[config.mk]
export PLATFORM = sky130hd
export DESIGN_NAME = program_counter
export DESIGN_NICKNAME = d
export VERILOG_FILES = /design/src/rtl/program_counter.sv
export SDC_FILE = /design/constraint.sdc
export NUM_CORES = 1
export LEC_CHECK = 0
export BUFFER_PORTS_ARGS = -buffer_cell sky130_fd_sc_hd__clkbuf_2
export CORE_MARGIN = 1.5
export CORE_UTILIZATION = 35
export DETAILED_ROUTE_END_ITERATION = 10
export REMOVE_ABC_BUFFERS = 1
export SETUP_SLACK_MARGIN = 0.5
export SYNTH_ARGS = -nofsm -noshare
export SYNTH_HDL_FRONTEND = slang
export SYNTH_SLANG_ARGS = --single-unit
[constraint.sdc]
create_clock -name clk -period 2.4 [get_ports clk]
set_input_delay 0.36 -clock clk [delete_from_list [all_inputs] [get_ports clk]]
set_output_delay 0.36 -clock clk [all_outputs]
set_load 0.05 [all_outputs]
[src/rtl/program_counter.sv]
// ---------------------------------------------------------------------------------------------
// program_counter
//
// Fetch-address generator sitting directly after the branch/jump resolver. It issues one
// instruction-memory request per cycle, holds the request stable under memory backpressure,
// parks redirects that cannot be applied immediately, and stops fetching on halt.
//
// Parameters:
//   RESET_VECTOR     first fetch address after reset
//   INCREMENT        sequential step in bytes
//
// Ports:
//   clk              system clock, rising edge
//   rst              asynchronous active-low reset
//   stall            downstream hazard; no fetch may issue this cycle
//   halt             stop fetching until the next reset
//   shouldUseNewPC   redirect request from the branch resolver
//   branchTo         redirect target (low two bits ignored)
//   fetchReady       instruction memory accepts a request this cycle
//   fetchValid       fetch request valid, address on pcAddress
//   pcAddress        current fetch address
//   linkAddress      pcAddress + 8, link value for JAL/BGEZAL/BLTZAL
//   redirectPending  a captured redirect is waiting to be applied
//   halted           block has stopped fetching
// ---------------------------------------------------------------------------------------------
module program_counter #(
    parameter logic [31:0] RESET_VECTOR = 32'h0000_0000,
    parameter logic [31:0] INCREMENT    = 32'd4
) (
    input  logic        clk,
    input  logic        rst,
    input  logic        stall,
    input  logic        halt,
    input  logic        shouldUseNewPC,
    input  logic [31:0] branchTo,
    input  logic        fetchReady,
    output logic        fetchValid,
    output logic [31:0] pcAddress,
    output logic [31:0] linkAddress,
    output logic        redirectPending,
    output logic        halted
);

    typedef enum logic [1:0] {
        StBoot,
        StRun,
        StHalted
    } state_e;

    state_e      state_q, state_d;
    logic [31:0] pc_q, pc_d;
    logic [31:0] tgt_q, tgt_d;
    logic        pend_q, pend_d;

    logic [31:0] target_aligned;
    logic        fetch_valid;
    logic        accept;

    // Word-align the redirect target; masking keeps every input bit in use.
    assign target_aligned = branchTo & ~32'h0000_0003;

    assign fetch_valid = (state_q == StRun) && !stall;
    // The edge that takes us into HALTED never counts as a completed fetch.
    assign accept      = fetch_valid && fetchReady && !halt;

    always_comb begin
        state_d = state_q;
        pc_d    = pc_q;
        tgt_d   = tgt_q;
        pend_d  = pend_q;

        unique case (state_q)
            StBoot: begin
                if (halt) begin
                    state_d = StHalted;
                    pend_d  = 1'b0;
                end else begin
                    state_d = StRun;
                    // No fetch issues in BOOT, so a redirect here can only be parked.
                    if (shouldUseNewPC) begin
                        tgt_d  = target_aligned;
                        pend_d = 1'b1;
                    end
                end
            end

            StRun: begin
                if (halt) begin
                    // Any redirect in flight is dropped; the address freezes where it is.
                    state_d = StHalted;
                    pend_d  = 1'b0;
                end else if (accept) begin
                    if (shouldUseNewPC) begin
                        pc_d = target_aligned;
                    end else if (pend_q) begin
                        pc_d = tgt_q;
                    end else begin
                        pc_d = pc_q + INCREMENT;
                    end
                    // A fresh redirect supersedes a parked one, so both cases retire it.
                    pend_d = 1'b0;
                end else if (shouldUseNewPC) begin
                    // Request must stay stable; park the target (youngest wins).
                    tgt_d  = target_aligned;
                    pend_d = 1'b1;
                end
            end

            StHalted: begin
                state_d = StHalted;
            end

            default: begin
                state_d = StBoot;
            end
        endcase
    end

    always_ff @(posedge clk or negedge rst) begin
        if (!rst) begin
            state_q <= StBoot;
            pc_q    <= RESET_VECTOR;
            tgt_q   <= 32'h0000_0000;
            pend_q  <= 1'b0;
        end else begin
            state_q <= state_d;
            pc_q    <= pc_d;
            tgt_q   <= tgt_d;
            pend_q  <= pend_d;
        end
    end

    assign fetchValid      = fetch_valid;
    assign pcAddress       = pc_q;
    assign linkAddress     = pc_q + 32'd8;
    assign redirectPending = pend_q;
    assign halted          = (state_q == StHalted);

endmodule

### Yosys cells after proc, flatten, opt, wreduce, memory -nomap -nowiden

Cells that the tools add are included.

| word-level totals | value |
|---|---|
| memory bits (writable) | 0 |
| input port bits | 38 |
| register bits after elaboration | 67 |
| bits in latches | 0 |
| memories | 0 |
| bits in read-only memories | 0 |

| operators by class | value |
|---|---|
| bitwise gates (word level) | 1 |
| add/sub/neg operators | 2 |
| reduce and logical (&&, ||, !) cells | 9 |
| equal/unequal tests | 6 |
| multipliers | 0 |
| shifts and indexed selects | 0 |
| order comparisons | 0 |
| div/mod/pow operators | 0 |
| multiplexer cells | 15 |

Operators by type and width:

| operator | count |
|---|---|
| 32-bit two-way mux | 6 |
| 32-bit case mux with 2 select lines | 1 |
| 32-bit by 3-bit adder with 32-bit output, second input constant | 1 |
| 32-bit by 4-bit adder with 32-bit output, second input constant | 1 |
| 2-bit inequality test, second input constant | 4 |
| 2-bit case mux with 3 select lines | 1 |
| 1-bit two-way mux | 4 |
| 2-bit two-way mux | 2 |
| 4-bit AND reduction | 1 |
| 1-bit logical AND | 3 |
| 3-bit AND reduction | 1 |
| 2-bit by 1-bit == test with 1-bit output, second input constant | 1 |
| 2-bit == test, second input constant | 1 |
| 1-bit zero test | 2 |
| 2-bit zero test | 1 |
| 1-bit case mux with 2 select lines | 1 |
| 2-bit nonzero test | 1 |
| 1-bit inverter | 1 |

### Logic depth before layout (Yosys ltp)

| depth | value |
|---|---|
| word-level depth | 7 |
| gate-level depth with buffers | 9 |
| depth with buffers taken out | 7 |

### Worst setup path after synthesis

Ideal clock, no wire load.

| timing | value |
|---|---|
| kind | register to output |
| start point | register pc_q[4] (netlist: pcAddress[4]) |
| end point | output port linkAddress[29] |
| data arrival time | 2.926 ns |
| data required time | 2.040 ns |
| setup slack | -0.886 ns |
| stages on the path, launching flop included | 8 |
| cells stage by stage | dfrtp_1 > ha_1 > nand4_1 > nor3_1 > and2_0 > clkbuf_1 > nand4_1 > xnor2_1 |

| between the ends | value |
|---|---|
| longest elaborated chain between the ends | 1 |

Ends and longest elaborated chain:

| what | line | RTL |
|---|---|---|
| start: declaration | 51 | `logic [31:0] pc_q, pc_d;` |
| start signal: assignment | 127 | `pc_q <= pc_d;` |
| 32-bit by 4-bit adder with 32-bit output | 135 | `assign linkAddress = pc_q + 32'd8;` |
| end: declaration | 39 | `output logic [31:0] linkAddress,` |

Every way passes these cells.

### Worst setup path after layout

| timing | value |
|---|---|
| start point | register pc_q[4] (netlist: pcAddress[4]) |
| end point | output port linkAddress[28] |

The elaborated chain is that of the path after synthesis.

==> run_results.csv <==
group,metric,value,unit
finish,finalNetCount,659,
die,die-area,12400,um2
yosys,synth_area,4110,um2
yosys,synth_flop_cell,"dfrtp_1",
clock_tree,cts_sinks,63,
power_and_ir_drop,power.total,0.00801,W
power_and_ir_drop,pwr-share-clk,18.7,%
clock_tree,insertion_delay,0.33,ns
setup_path,reg2reg_depth,10,
sta,worst_slew_pin_slew,0.788,ns
sta,fin_ws,-0.00484,ns
sta,fin_crit,2.40,ns
power_and_ir_drop,p_per_area,1170,nW/um2
place,gp_congestion,0.872,
route,drc,0,
die,pin_count,105,
setup_path,ff2ff_setup_slack,0.01,ns
die,die_x,111,um
finish,seqCellArea,1590,um2
setup_path,r2r_end,"pcAddress[20]$_DFFE_PN0P_",
route,drtIter0Drc,421,
yosys,syn_avg_cell_area,8.92,um2
sta,slew_violations,0,
global_route,antenna_found_initial,0,
setup_path,crit_path_end,"linkAddress[28]",
clock_tree,cts_buffers,9,
route,first_pass_iters,5,
setup_path,end_kind,"output pin",
finish,num_antenna_cells,0,
sta,timing.final.crit_share,100,%
setup_path,critPathKind,"flip-flop to output pin",
yosys,synth_top_area_cell,"dfrtp_1",
clock_tree,cts_tree,"yes",
sta,finalSetupViolCount,1,
finish,nFillCells,940,
yosys,netlist_instances,461,
yosys,yosys_warnings,0,
power_and_ir_drop,comb_power_share,56.8,%
power_and_ir_drop,intPower,0.00432,W
yosys,synth_seq_cells,63,
clock_tree,clockRootBuffer,"clkbuf_16",
sta,grt_setup_unrepaired,"true",
power_and_ir_drop,p_sw,0.00369,W
finish,drive_above_1_share,51.1,%
setup_path,worstPathArrival,2.04,ns
setup_path,worstPathRequired,2.04,ns
sta,slew-limit-headroom,47.4,%
setup_path,slowest_stage,"dfrtp_1",
place,dpl.hpwl,9110,um
setup_path,worstReg2RegStart,"pcAddress[3]$_DFFE_PN0P_",
die,fp.dieH,111,um
yosys,netlist_top_cells_count,"63 x dfrtp_1, 45 x nand2_1, 37 x nor2_1, 31 x o21ai_0, 30 x mux2_2",
outcome,outcome,"finished with violations",
sta,skew,0.00757,ns
global_route,grt_pass1_wl,22200,um
die,start_util,36.0,%
yosys,synth_top_area_share,38.3,%
die,core_area,11400,um2
setup_path,critPathLaunch,"pcAddress[4]$_DFFE_PN0P_",
power_and_ir_drop,ir_drop,0.872,mV
setup_path,cp_top_family,"simple AND/OR/NAND/NOR gates",
finish,final_cells,763,
global_route,grt_start_max_net_pins,33,
setup_path,worstPathMaxFanout,4,
outcome,violations,"negative setup slack",
yosys,synthTopCellsByArea,"dfrtp_1 38%, mux2_2 8.2%, xnor2_1 4.7%",
clock_tree,h-tree-depth,3,
route,wirelength,14800,um
finish,multiInputGateArea,3000,um2
route,wire_per_inst,19.4,um
yosys,ys_seq_area_share,38.3,%
route,ant_nets,0,
finish,area_growth,65.8,%
flow_run,max_cap_viol_count,0,
setup_path,path_depth,7,
yosys,synth.distinct_cells,56,
setup_path,worst-path-buf-inv,2,
global_route,grt_pass1_vias,4183,
global_route,overflow,0,
place,dp.cells,704,
power_and_ir_drop,leakagePower,3.14,nW
setup_path,cp_slowest_stage_delay,0.38,ns
route,via_per_inst,5.76,
yosys,async_reset_ff_share,100,%
clock_tree,path_clk_slew,0.05,ns
hold_path,hold_class,"input pin to flip-flop",
setup_path,crit_chain,"and3_4 > nand3_4 > nor3_2 > buf_4 > nand4_1 > xnor2_2 > buf_12",
power_and_ir_drop,swShare,46.0,%
route,vias,4397,
sta,fmax,416,MHz
sta,setup_tns,-0.00484,ns
place,portBuffers,98,
setup_path,startpoint_type,"flip-flop",
sta,hold_viol,0,
power_and_ir_drop,seqPwrFrac,24.5,%
global_route,grt_usage,22.3,%
yosys,yosysMostFrequentCell,"dfrtp_1",
yosys,synth_edf_count,0,
die,fp-row-count,39,
clock_tree,cts_buffer_depth,2,
## how the worst min path moves through the flow
| stage | depth (start not counted) | from | endpoint |
|---|---|---|---|
| after global placement | 1 | rst | state_q[1]$_DFFE_PN0P_ |
| final | 2 | branchTo[3] | tgt_q[3]$_DFFE_PN0P_ |
| after global routing | 2 | branchTo[29] | tgt_q[29]$_DFFE_PN0P_ |
| after floorplan | 0 | rst | pcAddress[10]$_DFFE_PN0P_ |
| after CTS | 2 | branchTo[5] | tgt_q[5]$_DFFE_PN0P_ |
| after detailed placement | 1 | rst | state_q[0]$_DFFE_PN0P_ |
## power by group through the flow
stage | logic, W | registers [W] | clock network, W
4_1_cts | 0.00429 | 0.00192 | 0.00151
6_report | 0.00455 | 0.00196 | 0.00150
3_5_place_dp | 0.00388 | 0.00192 | 0
5_1_grt | 0.00478 | 0.00202 | 0.00154
3_3_place_gp | 0.00383 | 0.00189 | 0
2_1_floorplan | 0.00176 | 0.00267 | 0
## kinds of logic (layout without fill, tap and decap cells)
logic type / after synthesis / in the layout / synth area share [%]
mux: 37 / 37 / 9.91
simple gates: 155 / 155 / 19.1
fa+ha+maj: 6 / 6 / 1.82
flops: 63 / 63 / 38.3
buf+inv: 53 / 209 / 5.75
xor+xnor: 39 / 39 / 8.30
other cells: 1 / 4 / 0.0912
compound gates: 107 / 107 / 16.7
## final cells by class
class | instances | share of cell area, %
tap | 143 | 2.62
clock inverter | 2 | 0.880
clock buffer | 14 | 4.16
multi-input combinational | 348 | 44.0
timing repair buffer | 185 | 24.7
sequential | 63 | 23.2
inverter | 8 | 0.440
## worst register-to-register path: stages, from the launching register on
cell and delay (ns):
dfrtp_1 0.37, buf_4 0.12, buf_4 0.11, ha_1 0.18
nand3_1 0.20, buf_4 0.23, nor4_1 0.32, buf_4 0.23
nand3_1 0.10, o32a_1 0.35, o21ai_0 0.08
## state kept, by name, indices dropped and copies added, names as in the netlist
| name | count |
|---|---|
| pcAddress | 30 |
| tgt_q | 30 |
| state_q | 2 |
| redirectPending | 1 |
## routing by layer
layer | up-vias | wire (um) | GRT usage [%]
li1 | 1972 | - | -
met1 | 2187 | 5990 | 29.6
met2 | 213 | 7470 | 35.7
met3 | 25 | 1150 | 5.72
met4 | 0 | 237 | 7.17
met5 | - | 0 | 0
## cell usage in the layout, fill, tap and decap left out, types with 9 or more instances in the layout
master / instances
nand2_1: 37
clkbuf_16: 11
o21ai_0: 28
buf_12: 19
nor2_1: 31
a21oi_1: 20
nand4_1: 11
xnor2_2: 11
mux2_2: 30
nand3_1: 13
buf_8: 10
a22oi_1: 10
buf_6: 25
buf_4: 55
dfrtp_1: 56
clkbuf_2: 70
xor2_1: 9
## metrics by stage
stage / setup WS (ns) / utilization, % / area [um2] / hold WS, ns
4_1_cts: 0.0157 / 54.6 / 6230 / 0.272
3_3_place_gp: 0.0371 / 45.5 / 5200 / 0.326
5_1_grt: -0.129 / 59.7 / 6820 / 0.277
6_report: -0.00484 / 59.7 / 6820 / 0.277
3_5_place_dp: -0.0474 / 45.5 / 5200 / 0.315
2_1_floorplan: -1.33 / - / 3920 / 0.0644
## repair_timing
action / 4_1_cts / 5_1_grt
setup endpoints to repair: 77 / 80
hold buffers: 1 / 0
pin swaps: 24 / 38
hold endpoints to repair: 14 / 0
buffers inserted: 16 / 23
gates cloned: 1 / 2
gates resized for setup: 109 / 83
(Power assumes the default switching activity.)
